## src/rtl/instr_fetch_unit_pkg.sv

```systemverilog
// Shared MIPS front-end definitions: fetch FSM encoding, reset PC, J-target field and word alignment.
package mips_defs;

  typedef enum logic [1:0] {
    ST_IDLE  = 2'd0,
    ST_REQ   = 2'd1,
    ST_HOLD  = 2'd2,
    ST_STALL = 2'd3
  } fetch_state_e;

  localparam logic [31:0] RESET_PC_DEFAULT = 32'h0000_0000;
  localparam int          JTGT_MSB         = 25;
  localparam int          JTGT_LSB         = 0;
  localparam logic [1:0]  WORD_ALIGN       = 2'b00;

  function automatic logic [31:0] word_align(input logic [31:0] addr);
    return {addr[31:2], WORD_ALIGN};
  endfunction

endpackage

```

## src/rtl/instr_fetch_unit_if.sv

```systemverilog
// Fetch unit bus: imem req/ack side plus the decode/controller side of the front end.
interface instr_fetch_unit_if;
  logic        imem_req;
  logic [31:0] imem_addr;
  logic        imem_ack;
  logic [31:0] imem_rdata;
  logic [31:0] instr;
  logic        instr_valid;
  logic        instr_ready;
  logic [31:0] pc;
  logic [31:0] pcplus4;
  logic        pcsrc;
  logic        jump;
  logic        jumpr;
  logic [31:0] signimm;
  logic [31:0] rs_data;
  logic        fetch_err;
  logic        misalign_err;

  modport master (
    output imem_req, imem_addr, instr, instr_valid, pc, pcplus4, fetch_err, misalign_err,
    input  imem_ack, imem_rdata, instr_ready, pcsrc, jump, jumpr, signimm, rs_data
  );

  modport slave (
    input  imem_req, imem_addr, instr, instr_valid, pc, pcplus4, fetch_err, misalign_err,
    output imem_ack, imem_rdata, instr_ready, pcsrc, jump, jumpr, signimm, rs_data
  );
endinterface

```

## src/rtl/instr_fetch_unit_next_pc_sel.sv

```systemverilog
// Next-PC selection on retire: jumpr > jump > pcsrc > sequential, all adds modulo 2^32.
module next_pc_sel
  import mips_defs::*;
(
  input  logic [31:0] pcplus4_i,
  input  logic [25:0] jtgt_i,
  input  logic [31:0] signimm_i,
  input  logic [31:0] rs_data_i,
  input  logic        pcsrc_i,
  input  logic        jump_i,
  input  logic        jumpr_i,
  output logic [31:0] next_pc_o,
  output logic        misalign_o
);

  always_comb begin
    next_pc_o  = pcplus4_i;
    misalign_o = 1'b0;
    if (jumpr_i) begin
      next_pc_o  = word_align(rs_data_i);
      misalign_o = |rs_data_i[1:0];
    end else if (jump_i) begin
      next_pc_o = {pcplus4_i[31:28], jtgt_i, WORD_ALIGN};
    end else if (pcsrc_i) begin
      // shifting out signimm[31:30] is the word-offset scaling
      next_pc_o = pcplus4_i + (signimm_i << 2);
    end
  end

endmodule

```

## src/rtl/instr_fetch_unit.sv

```systemverilog
// MIPS instruction fetch front end: PC ownership, imem req/ack fetch with timeout, retire redirect.
//
// state | meaning
// IDLE  | one cycle after reset before the first request
// REQ   | imem_req high at pc, waiting for imem_ack
// HOLD  | instr valid, waiting for the datapath to retire it
// STALL | imem never answered; frozen until reset
module instr_fetch_unit
  import mips_defs::*;
#(
  parameter logic [31:0] RESET_PC    = RESET_PC_DEFAULT,
  parameter int          ACK_TIMEOUT = 16
) (
  input  logic               clk,
  input  logic               reset,
  instr_fetch_unit_if.master bus
);

  localparam int TW = $clog2(ACK_TIMEOUT + 1);

  fetch_state_e  state_q;
  logic [31:0]   pc_q;
  logic [31:0]   instr_q;
  logic          instr_valid_q;
  logic          imem_req_q;
  logic [31:0]   imem_addr_q;
  logic          fetch_err_q;
  logic          misalign_q;
  logic [TW-1:0] timer_q;

  logic [31:0]   pcplus4;
  logic [31:0]   next_pc;
  logic          misalign;

  assign pcplus4 = pc_q + 32'd4;

  next_pc_sel u_next_pc_sel (
    .pcplus4_i  (pcplus4),
    .jtgt_i     (instr_q[JTGT_MSB:JTGT_LSB]),
    .signimm_i  (bus.signimm),
    .rs_data_i  (bus.rs_data),
    .pcsrc_i    (bus.pcsrc),
    .jump_i     (bus.jump),
    .jumpr_i    (bus.jumpr),
    .next_pc_o  (next_pc),
    .misalign_o (misalign)
  );

  always_ff @(posedge clk) begin
    if (reset) begin
      state_q       <= ST_IDLE;
      pc_q          <= RESET_PC;
      instr_q       <= '0;
      instr_valid_q <= 1'b0;
      imem_req_q    <= 1'b0;
      imem_addr_q   <= RESET_PC;
      fetch_err_q   <= 1'b0;
      misalign_q    <= 1'b0;
      timer_q       <= '0;
    end else begin
      case (state_q)
        ST_IDLE: begin
          state_q     <= ST_REQ;
          imem_req_q  <= 1'b1;
          imem_addr_q <= pc_q;
          timer_q     <= '0;
        end
        ST_REQ: begin
          // ack on the last allowed cycle still wins over the timeout
          if (bus.imem_ack) begin
            instr_q       <= bus.imem_rdata;
            instr_valid_q <= 1'b1;
            imem_req_q    <= 1'b0;
            state_q       <= ST_HOLD;
          end else if (timer_q == TW'(ACK_TIMEOUT - 1)) begin
            fetch_err_q <= 1'b1;
            imem_req_q  <= 1'b0;
            state_q     <= ST_STALL;
          end else begin
            timer_q <= timer_q + TW'(1);
          end
        end
        ST_HOLD: begin
          if (bus.instr_ready && instr_valid_q) begin
            pc_q          <= next_pc;
            instr_valid_q <= 1'b0;
            imem_req_q    <= 1'b1;
            imem_addr_q   <= next_pc;
            timer_q       <= '0;
            state_q       <= ST_REQ;
            if (misalign) misalign_q <= 1'b1;
          end
        end
        default: begin
          state_q <= ST_STALL;
        end
      endcase
    end
  end

  assign bus.imem_req     = imem_req_q;
  assign bus.imem_addr    = imem_addr_q;
  assign bus.instr        = instr_q;
  assign bus.instr_valid  = instr_valid_q;
  assign bus.pc           = pc_q;
  assign bus.pcplus4      = pcplus4;
  assign bus.fetch_err    = fetch_err_q;
  assign bus.misalign_err = misalign_q;

endmodule

```

## src/flat_wrapper.sv

```systemverilog
// flat-port wrapper written by rule: the top's interface ports become plain ports
module instr_fetch_unit_flat import mips_defs::*;
#(
  parameter logic [31:0] RESET_PC    = RESET_PC_DEFAULT,
  parameter int          ACK_TIMEOUT = 16
)
  (clk, reset, bus_imem_req, bus_imem_addr, bus_instr, bus_instr_valid, bus_pc, bus_pcplus4, bus_fetch_err, bus_misalign_err, bus_imem_ack, bus_imem_rdata, bus_instr_ready, bus_pcsrc, bus_jump, bus_jumpr, bus_signimm, bus_rs_data);
  instr_fetch_unit_if bus_i ();
  input  logic clk;
  input  logic reset;
  output wire logic [$bits(bus_i.imem_req)-1:0] bus_imem_req;
  output wire logic [$bits(bus_i.imem_addr)-1:0] bus_imem_addr;
  output wire logic [$bits(bus_i.instr)-1:0] bus_instr;
  output wire logic [$bits(bus_i.instr_valid)-1:0] bus_instr_valid;
  output wire logic [$bits(bus_i.pc)-1:0] bus_pc;
  output wire logic [$bits(bus_i.pcplus4)-1:0] bus_pcplus4;
  output wire logic [$bits(bus_i.fetch_err)-1:0] bus_fetch_err;
  output wire logic [$bits(bus_i.misalign_err)-1:0] bus_misalign_err;
  input wire logic [$bits(bus_i.imem_ack)-1:0] bus_imem_ack;
  input wire logic [$bits(bus_i.imem_rdata)-1:0] bus_imem_rdata;
  input wire logic [$bits(bus_i.instr_ready)-1:0] bus_instr_ready;
  input wire logic [$bits(bus_i.pcsrc)-1:0] bus_pcsrc;
  input wire logic [$bits(bus_i.jump)-1:0] bus_jump;
  input wire logic [$bits(bus_i.jumpr)-1:0] bus_jumpr;
  input wire logic [$bits(bus_i.signimm)-1:0] bus_signimm;
  input wire logic [$bits(bus_i.rs_data)-1:0] bus_rs_data;
  assign bus_imem_req = bus_i.imem_req;
  assign bus_imem_addr = bus_i.imem_addr;
  assign bus_instr = bus_i.instr;
  assign bus_instr_valid = bus_i.instr_valid;
  assign bus_pc = bus_i.pc;
  assign bus_pcplus4 = bus_i.pcplus4;
  assign bus_fetch_err = bus_i.fetch_err;
  assign bus_misalign_err = bus_i.misalign_err;
  assign bus_i.imem_ack = bus_imem_ack;
  assign bus_i.imem_rdata = bus_imem_rdata;
  assign bus_i.instr_ready = bus_instr_ready;
  assign bus_i.pcsrc = bus_pcsrc;
  assign bus_i.jump = bus_jump;
  assign bus_i.jumpr = bus_jumpr;
  assign bus_i.signimm = bus_signimm;
  assign bus_i.rs_data = bus_rs_data;
  instr_fetch_unit #(.RESET_PC(RESET_PC), .ACK_TIMEOUT(ACK_TIMEOUT)) u_core (.clk(clk), .reset(reset), .bus(bus_i));
endmodule
```

## config.mk

```make
export PLATFORM = sky130hd
export DESIGN_NAME = instr_fetch_unit_flat
export DESIGN_NICKNAME = d
export VERILOG_FILES = /design/src/rtl/instr_fetch_unit_pkg.sv /design/src/rtl/instr_fetch_unit_if.sv /design/src/rtl/instr_fetch_unit_next_pc_sel.sv /design/src/rtl/instr_fetch_unit.sv /design/src/flat_wrapper.sv
export SDC_FILE = /design/constraint.sdc
export NUM_CORES = 1
export LEC_CHECK = 0
export ABC_CLOCK_PERIOD_IN_PS = 5700
export BUFFER_PORTS_ARGS = -buffer_cell sky130_fd_sc_hd__buf_2
export CAP_MARGIN = 10
export CORE_AREA = 2 2 116 118
export CTS_BUF_LIST = sky130_fd_sc_hd__clkbuf_8
export CTS_CLUSTER_DIAMETER = 80
export CTS_CLUSTER_SIZE = 20
export DETAILED_ROUTE_END_ITERATION = 10
export DIE_AREA = 0 0 118 120
export GPL_TIMING_DRIVEN = 1
export PLACE_DENSITY = 0.87
export REMOVE_ABC_BUFFERS = 1
export SETUP_SLACK_MARGIN = 0.1
export SLEW_MARGIN = 20
export SYNTH_ARGS = -nofsm -noshare
export SYNTH_HDL_FRONTEND = slang
export SYNTH_HIERARCHICAL = 1
export SYNTH_SLANG_ARGS = --single-unit
```

## constraint.sdc

```tcl
create_clock -name clk -period 5.7 [get_ports clk]
set_input_delay 0.285 -clock clk [delete_from_list [all_inputs] [get_ports clk]]
set_output_delay 0.285 -clock clk [all_outputs]
set_load 0.01 [all_outputs]
```

==> Implementation_results.wiki <==
{| class="wikitable"
! Metric !! Value
|-
| Worst Path Required || 6.01 ns
|-
| Number of enable flip-flop cells after synthesis || 0
|-
| Static leakage || 0.00392 µW
|-
| Min-Delay Endpoint || u_core/bus.instr[11]
|-
| Post-synth cell types || between 60 and 70
|-
| Total Nets Final || 1287
|-
| Endpoint class of the critical path || flip-flop
|-
| Max-cap violation count || 0
|-
| Total setup buffers inserted after CTS || 0
|-
| Clock skew || 0.0153 ns
|-
| First-pass detailed-route iteration total || 5
|-
| Buffer depth of the longest clock path || 2
|-
| Number of clock sinks || 107
|-
| Pin count of the biggest net entering global routing || 108
|-
| Number of CTS-inserted buffers || 9
|-
| Total wire length after detailed routing || 22.7 mm
|-
| Startpoint of the lowest-slack register-to-register path || u_core/bus.pc[2]
|-
| Area growth from synthesis to layout || 19.8%
|-
| Count of hold buffers inserted by post-cts repair || 0
|-
| H-tree Lvls || 3
|-
| Floorplan core area || approximately 13000 µm²
|-
| Final core area utilization || 0.665
|-
| Post-route DRC || 0
|-
| Main synth FF type || dfxtp_1
|-
| Final Hold Viols || 0
|-
| Initial antenna violation count || 2
|-
| Hold Startpoint || bus_imem_rdata[11]
|-
| Worst setup slack after placement || 1.23 ns
|-
| Total global routing overflow || 0
|-
| Max-slew violation total from the final report || 0
|-
| Post-detailed-route wirelength per cell || approximately 17 µm
|-
| Detail Placement HPWL || 16.4 mm
|-
| Relative slew slack || 0.329
|-
| CP startpoint || u_core/bus.pc[2]
|-
| Warnings, synthesis || 6
|-
| Sequential-to-total area share from yosys stat || 0.298
|-
| Max Freq || 0.218 GHz
|-
| Fin Setup TNS || 0 ns
|-
| PwrDens || 195 nW/µm²
|-
| Clk Tree Root Cell || clkbuf_8
|-
| Setup slack of the worst register-to-register path || ~1.1 ns
|-
| TritonCTS clock tree || yes
|-
| Average instance area after synthesis || 7.47 µm²
|-
| Number of cell instances on the worst register-to-register path || 16
|-
| Final worst-path cycle share || 0.805
|-
| End of the worst register-to-register path || u_core/bus.imem_addr[23]
|-
| Wire length of the first global-routing pass || around 36 mm
|-
| Run status || completed
|-
| Remaining antenna violation count after routing || 0
|-
| Maximum vdd drop || 175 µV
|-
| Type of the tightest min-delay check || in2reg
|-
| Number of flip-flops and latches in the synthesized netlist || 107
|-
| Worst slew pin tran || 0.997 ns
|-
| Global placer's final weighted congestion || 0.903
|-
| Clk_lat worst skew || roughly 0.4 ns
|-
| Full die area || between 10000 and 15000 µm²
|-
| DIE HEIGHT || 120 µm
|-
| First DRT Iteration DRCs || just under 700
|-
| Vias per std cell || 5.90
|-
| Final WS setup || about 1.1 ns
|-
| Worst EP arrival || 4.90 ns
|-
| Vias after detailed routing || between 7000 and 8000
|-
| Post-synthesis instance area || 7200 µm²
|-
| Clock-pin slew on the worst setup and hold paths || around 0.12 ns
|-
| Worst hold path stage count || 3
|-
| Shortest period the worst path allows || approximately 4.6 ns
|-
| Biggest fanout along the worst timing path || 7
|-
| All-layer global routing usage || 0.318
|-
| Setup CP Type || reg2reg
|-
| Share of layout cells above drive strength 1 || 0.251
|-
| Share of async-settable or async-resettable flops after synthesis || 0
|-
| Type of origin of the critical path || flip-flop
|-
| IO Pins || 235
|-
| Unrepaired setup endpoints after global routing || false
|-
| Cell Rows || 42
|-
| Vias in the first global route || 7392
|-
| Starting utilization of the core area || 0.555
|-
| Floorplan die width || roughly 120 µm
|-
| IO buf count || 232
|-
| Number of failing setup endpoints in the final timing report || 0
|-
| Cells resized by post-CTS repair || 0
|-
| Syn Inst Count || between 900 and 1000
|}
==> where the power goes <==
group          switching [µW]  internal, µW  leakage [µW]  total, µW
logic                     239           155       0.00295        394
registers                29.6           792      0.000872        822
clock network             298           170     0.0000951        468
==> how the worst max path moves through the flow <==
| stage | end | cells after the start | slack, ns |
|---|---|---|---|
| floorplan | u_core/bus.instr_valid | 4 | 1.43 |
| CTS | u_core/bus.imem_addr[23] | 16 | 1.17 |
| detailed placement | u_core/bus.imem_addr[23] | 16 | 1.23 |
| global placement | u_core/bus.imem_addr[23] | 16 | 1.40 |
| global route | u_core/bus.imem_addr[23] | 16 | 0.77 |
| finish | u_core/bus.imem_addr[23] | 16 | 1.11 |
==> state kept, by name, indices dropped and copies added (netlist names) <==
signal / flops
u_core/bus.imem_req: 1
u_core/bus.instr_valid: 1
u_core/state_q: 2
u_core/bus.pc: 32
u_core/bus.misalign_err: 1
u_core/bus.fetch_err: 1
u_core/timer_q: 5
u_core/bus.imem_addr: 32
u_core/bus.instr: 32
==> final cells by class <==
class / instances / area [µm²]
diodes: 2 / 5.00
clock buffers: 9 / 124
clock inverters: 7 / 70.1
fillers: 1179 / 4350
inverters: 17 / 63.8
multi-input cells: 774 / 4750
flip-flops and latches: 107 / 2140
well taps: 176 / 220
repair buffers: 242 / 1250
==> worst max-delay path: stages (launching register included) <==
cell and delay, ns:
dfxtp_1 0.45, ha_1 0.22, nand3_1 0.23, or4_4 0.54
nor3_1 0.25, xor2_1 0.27, ha_1 0.35, a21oi_1 0.34
o21ai_0 0.17, nor4_1 0.27, nand3_1 0.14, o221ai_2 0.29
xor2_1 0.11, a221oi_1 0.36, o21a_1 0.20, mux2i_1 0.08
a211oi_1 0.24
==> cells by family after synthesis <==
kind of cell / share of synthesized area
buf+inv: 0.0455
fa+ha+maj: 0.0584
xor+xnor: 0.0584
simple gates: 0.229
flops: 0.298
compound gates: 0.244
mux: 0.0674
==> per-layer routing <==
metal | routed length, µm | vias up | GRT usage
met5 | 0 | - | 0
met4 | 484 | 0 | 0.114
met3 | 2080 | 34 | 0.0775
met2 | 10500 | 362 | 0.520
li1 | - | 3799 | -
met1 | 9620 | 3670 | 0.408
==> metrics by stage <==
step           std cells  power, µW  hold slack, ns  area [µm²]
2_1_floorplan        898       1060           0.354        6930
3_3_place_gp        1315       1210           0.438        8410
3_5_place_dp        1315       1220           0.450        8410
4_1_cts             1331       1690          0.0809        8600
5_1_grt             1333       1770          0.0931        8620
6_report            1334       1680           0.110        8630
==> synth_stat cells (3+ instances only) <==
cell type / number / area [µm²]
and2_1: 3 / 18.8
ha_1: 32 / 400
buf_1: 3 / 11.3
o21a_1: 6 / 45.0
buf_2: 10 / 50.1
nand3_1: 17 / 85.1
nor2b_1: 9 / 56.3
dfxtp_1: 107 / 2140
o21bai_1: 8 / 60.1
nor3_1: 12 / 60.1
nor2_1: 88 / 330
o211ai_1: 6 / 45.0
nand2b_1: 4 / 25.0
a21oi_1: 134 / 671
and3_1: 12 / 75.1
nand4_1: 12 / 75.1
xor2_1: 22 / 193
o22ai_1: 7 / 43.8
a21o_1: 14 / 105
a211oi_1: 36 / 270
a31oi_1: 14 / 87.6
xnor2_1: 26 / 228
nor4_1: 5 / 31.3
clkbuf_1: 50 / 188
nand2_1: 180 / 676
mux2_2: 4 / 45.0
nor3_2: 5 / 50.1
mux2i_1: 44 / 440
a31o_2: 3 / 26.3
inv_1: 17 / 63.8
o21ai_0: 32 / 160
==> placed cells by master (no fill, tap or decap), types with 3 or more instances in the layout <==
master and count:
nand2b_1 4, o21a_1 6, nand2_1 180, a21o_1 14, and3_1 12, nand3_1 17
nor3_1 12, nor4_1 5, ha_1 32, mux2i_1 44, mux2_2 4, a211oi_1 36
a31oi_1 14, nor3_2 5, dfxtp_1 107, buf_4 10, o211ai_1 6, inv_1 17
o21bai_1 8, clkbuf_8 9, nor2b_1 8, a21oi_1 133, xor2_1 22, buf_2 231
nand4_1 12, o22ai_1 7, o21ai_0 32, nor2_1 87, xnor2_1 26, a31o_2 3
and2_1 3
(Power assumes the default switching activity.)
